File: src/rtl/lsu_if.sv
// Bundle of core request/response and data-memory signals for load_store_unit.
// The slave modport is the unit itself; master is the core plus memory side.
interface lsu_if;
  // Request handshake: a request transfers on the rising edge where
  // req_valid && req_ready. The core holds all req_* fields stable while
  // req_valid is high and waits for req_ready. Responses are one-cycle
  // resp_valid pulses with no backpressure.
  logic        req_valid;
  logic        req_ready;
  logic        req_we;
  logic [1:0]  req_size;
  logic        req_unsigned;
  logic [31:0] req_addr;
  logic [31:0] req_wdata;
  logic        resp_valid;
  logic        resp_err;
  logic [31:0] resp_rdata;
  logic        Memread;
  logic        Memwrite;
  logic [31:0] read_address;
  logic [31:0] write_data;
  logic [31:0] Memdata_out;

  modport master (
    output req_valid, req_we, req_size, req_unsigned, req_addr, req_wdata, Memdata_out,
    input  req_ready, resp_valid, resp_err, resp_rdata, Memread, Memwrite, read_address, write_data
  );

  modport slave (
    input  req_valid, req_we, req_size, req_unsigned, req_addr, req_wdata, Memdata_out,
    output req_ready, resp_valid, resp_err, resp_rdata, Memread, Memwrite, read_address, write_data
  );
endinterface

File: src/rtl/load_store_unit.sv
// Single-outstanding load/store unit: byte/half/word access with RMW sub-word stores.
// Optional macro LSU_BOUNDS_CHECK_EN rejects word indexes >= DEPTH as errors.
module load_store_unit #(
  parameter int DEPTH = 64,
  parameter int IDX_W = 6
) (
  input  logic       clk,
  input  logic       rst,
  lsu_if.slave       bus,
  output logic [1:0] state_dbg
);

  typedef enum logic [1:0] {IDLE = 2'd0, READ = 2'd1, WRITE = 2'd2, RESP = 2'd3} state_e;

`ifdef LSU_BOUNDS_CHECK_EN
  localparam bit BOUNDS_EN = 1'b1;
`else
  localparam bit BOUNDS_EN = 1'b0;
`endif

  state_e      state;
  logic        we_q;
  logic [1:0]  size_q;
  logic        uns_q;
  logic [1:0]  off_q;
  logic [29:0] idx_q;
  logic [31:0] wdata_q;
  logic        mem_write_q;
  logic        req_err;
  logic        oob;

  assign oob = BOUNDS_EN &&
               ((|bus.req_addr[31:IDX_W+2]) ||
                ({1'b0, bus.req_addr[IDX_W+1:2]} >= (IDX_W+1)'(DEPTH)));

  assign req_err = (bus.req_size == 2'b11) ||
                   (bus.req_size == 2'b01 && bus.req_addr[0]) ||
                   (bus.req_size == 2'b10 && bus.req_addr[1:0] != 2'b00) ||
                   oob;

  function automatic logic [31:0] load_extend(input logic [31:0] w, input logic [1:0] size,
                                              input logic [1:0] off, input logic uns);
    logic [7:0]  b;
    logic [15:0] h;
    b = 8'(w >> {off, 3'b000});
    h = off[1] ? w[31:16] : w[15:0];
    case (size)
      2'b00:   load_extend = uns ? {24'd0, b} : {{24{b[7]}}, b};
      2'b01:   load_extend = uns ? {16'd0, h} : {{16{h[15]}}, h};
      default: load_extend = w;
    endcase
  endfunction

  function automatic logic [31:0] merge_lane(input logic [31:0] w, input logic [31:0] wd,
                                             input logic [1:0] size, input logic [1:0] off);
    logic [31:0] m;
    m = w;
    if (size == 2'b00) m[{off, 3'b000} +: 8] = wd[7:0];
    else               m[{off[1], 4'b0000} +: 16] = wd[15:0];
    merge_lane = m;
  endfunction

  always_ff @(posedge clk) begin
    if (rst) begin
      state            <= IDLE;
      we_q             <= 1'b0;
      size_q           <= 2'b00;
      uns_q            <= 1'b0;
      off_q            <= 2'b00;
      idx_q            <= 30'd0;
      wdata_q          <= 32'd0;
      bus.req_ready    <= 1'b1;
      bus.resp_valid   <= 1'b0;
      bus.resp_err     <= 1'b0;
      bus.resp_rdata   <= 32'd0;
      bus.Memread      <= 1'b0;
      mem_write_q      <= 1'b0;
      bus.read_address <= 32'd0;
      bus.write_data   <= 32'd0;
    end else begin
      bus.resp_valid   <= 1'b0;
      bus.resp_err     <= 1'b0;
      bus.resp_rdata   <= 32'd0;
      bus.Memread      <= 1'b0;
      mem_write_q      <= 1'b0;
      bus.read_address <= 32'd0;
      bus.write_data   <= 32'd0;
      case (state)
        IDLE: begin
          if (bus.req_valid) begin
            we_q          <= bus.req_we;
            size_q        <= bus.req_size;
            uns_q         <= bus.req_unsigned;
            off_q         <= bus.req_addr[1:0];
            idx_q         <= bus.req_addr[31:2];
            wdata_q       <= bus.req_wdata;
            bus.req_ready <= 1'b0;
            if (req_err) begin
              state          <= RESP;
              bus.resp_valid <= 1'b1;
              bus.resp_err   <= 1'b1;
            end else if (bus.req_we && bus.req_size == 2'b10) begin
              state            <= WRITE;
              mem_write_q      <= 1'b1;
              bus.read_address <= {2'b00, bus.req_addr[31:2]};
              bus.write_data   <= bus.req_wdata;
            end else begin
              state            <= READ;
              bus.Memread      <= 1'b1;
              bus.read_address <= {2'b00, bus.req_addr[31:2]};
            end
          end
        end
        READ: begin
          if (we_q) begin
            state            <= WRITE;
            mem_write_q      <= 1'b1;
            bus.read_address <= {2'b00, idx_q};
            bus.write_data   <= merge_lane(bus.Memdata_out, wdata_q, size_q, off_q);
          end else begin
            state          <= RESP;
            bus.resp_valid <= 1'b1;
            bus.resp_rdata <= load_extend(bus.Memdata_out, size_q, off_q, uns_q);
          end
        end
        WRITE: begin
          state          <= RESP;
          bus.resp_valid <= 1'b1;
        end
        RESP: begin
          state         <= IDLE;
          bus.req_ready <= 1'b1;
        end
        default: state <= IDLE;
      endcase
    end
  end

  // A reset arriving in the WRITE cycle must suppress the write at that same edge.
  assign bus.Memwrite = mem_write_q & ~rst;
  assign state_dbg    = state;

endmodule

File: src/flat_wrapper.sv
// flat-port wrapper written by rule: the top's interface ports become plain ports
module load_store_unit_flat 
#(
  parameter int DEPTH = 64,
  parameter int IDX_W = 6
)
  (clk, rst, state_dbg, bus_req_valid, bus_req_we, bus_req_size, bus_req_unsigned, bus_req_addr, bus_req_wdata, bus_Memdata_out, bus_req_ready, bus_resp_valid, bus_resp_err, bus_resp_rdata, bus_Memread, bus_Memwrite, bus_read_address, bus_write_data);
  lsu_if bus_i ();
  input  logic clk;
  input  logic rst;
  output logic [1:0] state_dbg;
  input wire logic [$bits(bus_i.req_valid)-1:0] bus_req_valid;
  input wire logic [$bits(bus_i.req_we)-1:0] bus_req_we;
  input wire logic [$bits(bus_i.req_size)-1:0] bus_req_size;
  input wire logic [$bits(bus_i.req_unsigned)-1:0] bus_req_unsigned;
  input wire logic [$bits(bus_i.req_addr)-1:0] bus_req_addr;
  input wire logic [$bits(bus_i.req_wdata)-1:0] bus_req_wdata;
  input wire logic [$bits(bus_i.Memdata_out)-1:0] bus_Memdata_out;
  output wire logic [$bits(bus_i.req_ready)-1:0] bus_req_ready;
  output wire logic [$bits(bus_i.resp_valid)-1:0] bus_resp_valid;
  output wire logic [$bits(bus_i.resp_err)-1:0] bus_resp_err;
  output wire logic [$bits(bus_i.resp_rdata)-1:0] bus_resp_rdata;
  output wire logic [$bits(bus_i.Memread)-1:0] bus_Memread;
  output wire logic [$bits(bus_i.Memwrite)-1:0] bus_Memwrite;
  output wire logic [$bits(bus_i.read_address)-1:0] bus_read_address;
  output wire logic [$bits(bus_i.write_data)-1:0] bus_write_data;
  assign bus_i.req_valid = bus_req_valid;
  assign bus_i.req_we = bus_req_we;
  assign bus_i.req_size = bus_req_size;
  assign bus_i.req_unsigned = bus_req_unsigned;
  assign bus_i.req_addr = bus_req_addr;
  assign bus_i.req_wdata = bus_req_wdata;
  assign bus_i.Memdata_out = bus_Memdata_out;
  assign bus_req_ready = bus_i.req_ready;
  assign bus_resp_valid = bus_i.resp_valid;
  assign bus_resp_err = bus_i.resp_err;
  assign bus_resp_rdata = bus_i.resp_rdata;
  assign bus_Memread = bus_i.Memread;
  assign bus_Memwrite = bus_i.Memwrite;
  assign bus_read_address = bus_i.read_address;
  assign bus_write_data = bus_i.write_data;
  load_store_unit #(.DEPTH(DEPTH), .IDX_W(IDX_W)) u_core (.clk(clk), .rst(rst), .bus(bus_i), .state_dbg(state_dbg));
endmodule
File: config.mk
export PLATFORM = sky130hd
export DESIGN_NAME = load_store_unit_flat
export DESIGN_NICKNAME = d
export VERILOG_FILES = /design/src/rtl/lsu_if.sv /design/src/rtl/load_store_unit.sv /design/src/flat_wrapper.sv
export SDC_FILE = /design/constraint.sdc
export NUM_CORES = 1
export LEC_CHECK = 0
export ABC_AREA = 1
export BUFFER_PORTS_ARGS = -buffer_cell sky130_fd_sc_hd__buf_2
export CAP_MARGIN = 20
export CORE_MARGIN = 1.5
export CORE_UTILIZATION = 40
export CTS_CLUSTER_DIAMETER = 200
export CTS_CLUSTER_SIZE = 8
export DETAILED_ROUTE_END_ITERATION = 10
export PLACE_DENSITY = 0.69
export SLEW_MARGIN = 5
export SYNTH_ARGS = -nofsm -noshare
export SYNTH_HDL_FRONTEND = slang
export SYNTH_SLANG_ARGS = --single-unit
export TNS_END_PERCENT = 5
File: constraint.sdc
create_clock -name clk -period 2.4 [get_ports clk]
set_input_delay 0.24 -clock clk [delete_from_list [all_inputs] [get_ports clk]]
set_output_delay 0.24 -clock clk [all_outputs]
set_load 0.01 [all_outputs]
==> run summary <==
• finished clean — outcome
• 43.5% — area fraction of the dominant cell type after synthesis
• 58 — Max FO, Critical Path
• 6.10% — global routing met3 resource utilization
• 0.00392 µW — Static Leak
• 16100 µm — sum of net half-perimeters after detailed placement
• 902 nW/µm² — power per standard cell area
• 7040 µm² — Netlist Area Pre-Place
• 8150 µm² — Placed Instance Area
• 36.7% — met2 Track Usage GR
• inv_1, ha_1, nand2_2, buf_4, o21ai_0, a21oi_1 — crit-path cells
• register — CP endpoint kind
• in -> reg — type of the most critical hold path
• 0% — FFs w/ async S/R, synth
• 0.43 ns — later-pin clock latency in the skew report
• 6.93 µm² — syn_area_per_cell
• 1016 — number of instances in the synthesized netlist
• 0 — max_cap viols
• 0.51 ns — biggest cell delay along the critical path
• 7840 µW — total power
• 0 — setup violation total in the final timing report
• buf_4 — slowest stage cell, crit path
• 17200 µm² — area of the placeable core
• 0 — remaining global-route overflow
• 31.1% — met1 track demand over resource
• 136 µm — Die H
• 18400 µm² — floorplan die area
• 22.8% — share of layout cells above drive strength 1
• 3060 µm² — FF+latch area
• 0.00788 ns — Clock Skews
• 5.11 — routed vias/inst
• 1422 — post-layout instance count excluding filler cells
• 40.8% — effective utilization at floorplan
• 0 ns — post-route setup TNS
• 1390 — number of cells in the design after placement
• 0.06 ns — CTS clock-pin slew for the worst setup and hold paths
• 0 — number of buffers inserted for hold repair after clock tree synthesis
• 43.5% — sequential fraction of the synthesis area
• 0 — CTS-repair resized insts
• 547 MHz — f_max
• 0.935 — final weighted congestion in routability-driven placement
• register — kind of launch point of the worst setup path
• 26 — Yosys cell types
• dfxtp_1 — most common flop cell mapped by yosys
• 59.2% — max_slew headroom
• 0.570 ns — minimum setup slack in the final design
• 1772 — fill count
• 23.4% — Area Growth Syn to Fin
• false — setup repair after global routing missed its margin
• 1.83 ns — final critical path time including I/O delays and setup
• 0.611 ns — Slew @ Worst Pin
• 17 — total clock buffers created by CTS
• 552 — drt first-iter violations
• 0 — post-CTS setup-driven buffer insertion count
• 0 — count of flip-flops with a built-in enable after synthesis
• 0 — Slew Limit Fails
• 2 — clock tree buffer depth
• 3390 µm² — Multi-input gate area
• 8690 µm² — final instance area
• 0 — final count of hold timing violations
• 153 — Yosys reg bits
• 48 — count of standard-cell rows
• 7262 — total number of vias
• 22200 µm — WL final
• 153 — number of sinks driven by the clock tree
• 15.6 µm — Routed wire per std cell
• 6580 — vias in the first global route
• 0 — number of warnings reported in the yosys synthesis log
• clkbuf_16 — cell at the root of the clock tree
• 1 — antenna violations before repair
• 76.2% — final worst-path cycle share
• 203 — count of buffers from port buffering
• dfxtp_1 — library cell occupying the most area in the post-synthesis netlist
• 0 — Antenna Nets Post-Route
• 2.18 ns — Arrival @ worst endpoint
• 0 — DRC violations left
• 136 µm — Die X
• 5 — DRT Pass-1 Iters
• 34300 µm — wire length of the first global-routing pass
• 0 — antenna fix cells
• 1296 — Layout Nets
• 0.588 ns — Post-Place Setup Slack
• reg -> reg — CP Class
• 4 — CTS H-tree depth
• 63 — largest net degree at the start of global routing
• built — TritonCTS clock tree
• 2.75 ns — Worst Path Required
• 24.1% — global-route usage over all layers
• 0.527 mV — largest voltage drop on the vdd net
• met2 — Top Usage Layer GRT
• dfxtp_1 44%, nand2_1 18%, a21oi_1 12% — dominant cells by area after synthesis
• 206 — Top-Level Pins
[stage by stage]
step | utilization (%) | hold WS [ns]
finish | 50.4 | 0.0650
CTS | 50.4 | 0.0549
detailed placement | 47.3 | 0.452
global placement | 47.3 | 0.442
global route | 50.4 | 0.0682
floorplan | - | 0.384
[Yosys cell counts, types with 6 or more instances]
library cell,number
nand2_1,335
a21oi_1,173
dfxtp_1,153
nand3_1,121
inv_1,56
buf_2,38
o21ai_0,33
nor2_1,22
clkbuf_1,20
o211ai_1,15
a21oi_2,10
ha_1,9
buf_1,7
buf_4,6
[path summary, 6_finish.rpt]
check / startpoint / end / cells past startpoint / slack [ns]
hold reg to reg: u_core.idx_q[10] / u_core.idx_q[10] / 2 / 0.46
setup reg to reg: u_core.state_dbg[0] / u_core.off_q[0] / 6 / 0.57
setup / recovery: u_core.state_dbg[0] / u_core.off_q[0] / 6 / 0.57
hold / removal: bus_req_addr[12] / u_core.idx_q[10] / 3 / 0.07
[kinds of logic after synthesis]
logic type               count (synthesis)  share of synthesized area, %
AND/OR/NAND/NOR                        484                          28.6
AO/OA/AOI/OAI                          235                          17.8
flip-flops                             153                          43.5
buffers and inverters                  134                          8.43
adder cells (fa/ha/maj)                  9                          1.60
other                                    1                        0.0533
[critical path, delay by kind of cell, from the launching register on]
kind                     cells  cell delay, ns
AND/OR/NAND/NOR              1            0.09
buffers and inverters        2            0.61
flip-flops                   1            0.40
adder cells (fa/ha/maj)      1            0.23
AO/OA/AOI/OAI                2            0.42
[final cells by class]
type | instances | share of cell area, %
Multi-Input combinational cell | 730 | 39.0
Clock inverter | 12 | 1.08
Clock buffer | 20 | 5.14
Tap cell | 225 | 3.24
Inverter | 61 | 2.71
Sequential cell | 153 | 35.3
Timing Repair Buffer | 221 | 13.6
[routing by layer]
layer	share of wire (%)	wire length, µm	vias to the layer above
li1	-	-	3649
met1	43	9610	3283
met2	45	9870	271
met3	7.6	1690	57
met4	4.4	973	2
met5	0.059	13	-
[placed cells by master, fill, tap and decap left out, types with 17 or more instances in the layout]
cell / Yosys / routed
o21ai_0: 33 / 33
clkbuf_16: 0 / 17
buf_4: 6 / 17
nand3_1: 121 / 121
nor2_1: 22 / 22
a21oi_1: 173 / 173
buf_2: 38 / 202
nand2_1: 335 / 334
inv_1: 56 / 56
dfxtp_1: 153 / 153
[sequential cells by signal (all words and copies together) (netlist names)]
register / count
u_core.bus.write_data: 32
u_core.bus.read_address: 30
u_core.wdata_q: 16
u_core.mem_write_q: 1
u_core.off_q: 2
u_core.bus.resp_valid: 1
u_core.we_q: 1
u_core.bus.resp_rdata: 32
u_core.idx_q: 30
u_core.size_q: 2
u_core.bus.Memread: 1
u_core.bus.req_ready: 1
u_core.state_dbg: 2
u_core.bus.resp_err: 1
u_core.uns_q: 1
[power breakdown]
| group | total [µW] | internal [µW] | switching [µW] |
|---|---|---|---|
| combinational | 2420 | 757 | 1660 |
| clock | 2470 | 1360 | 1110 |
| sequential | 2950 | 2810 | 147 |
(Power assumes the default switching activity.)
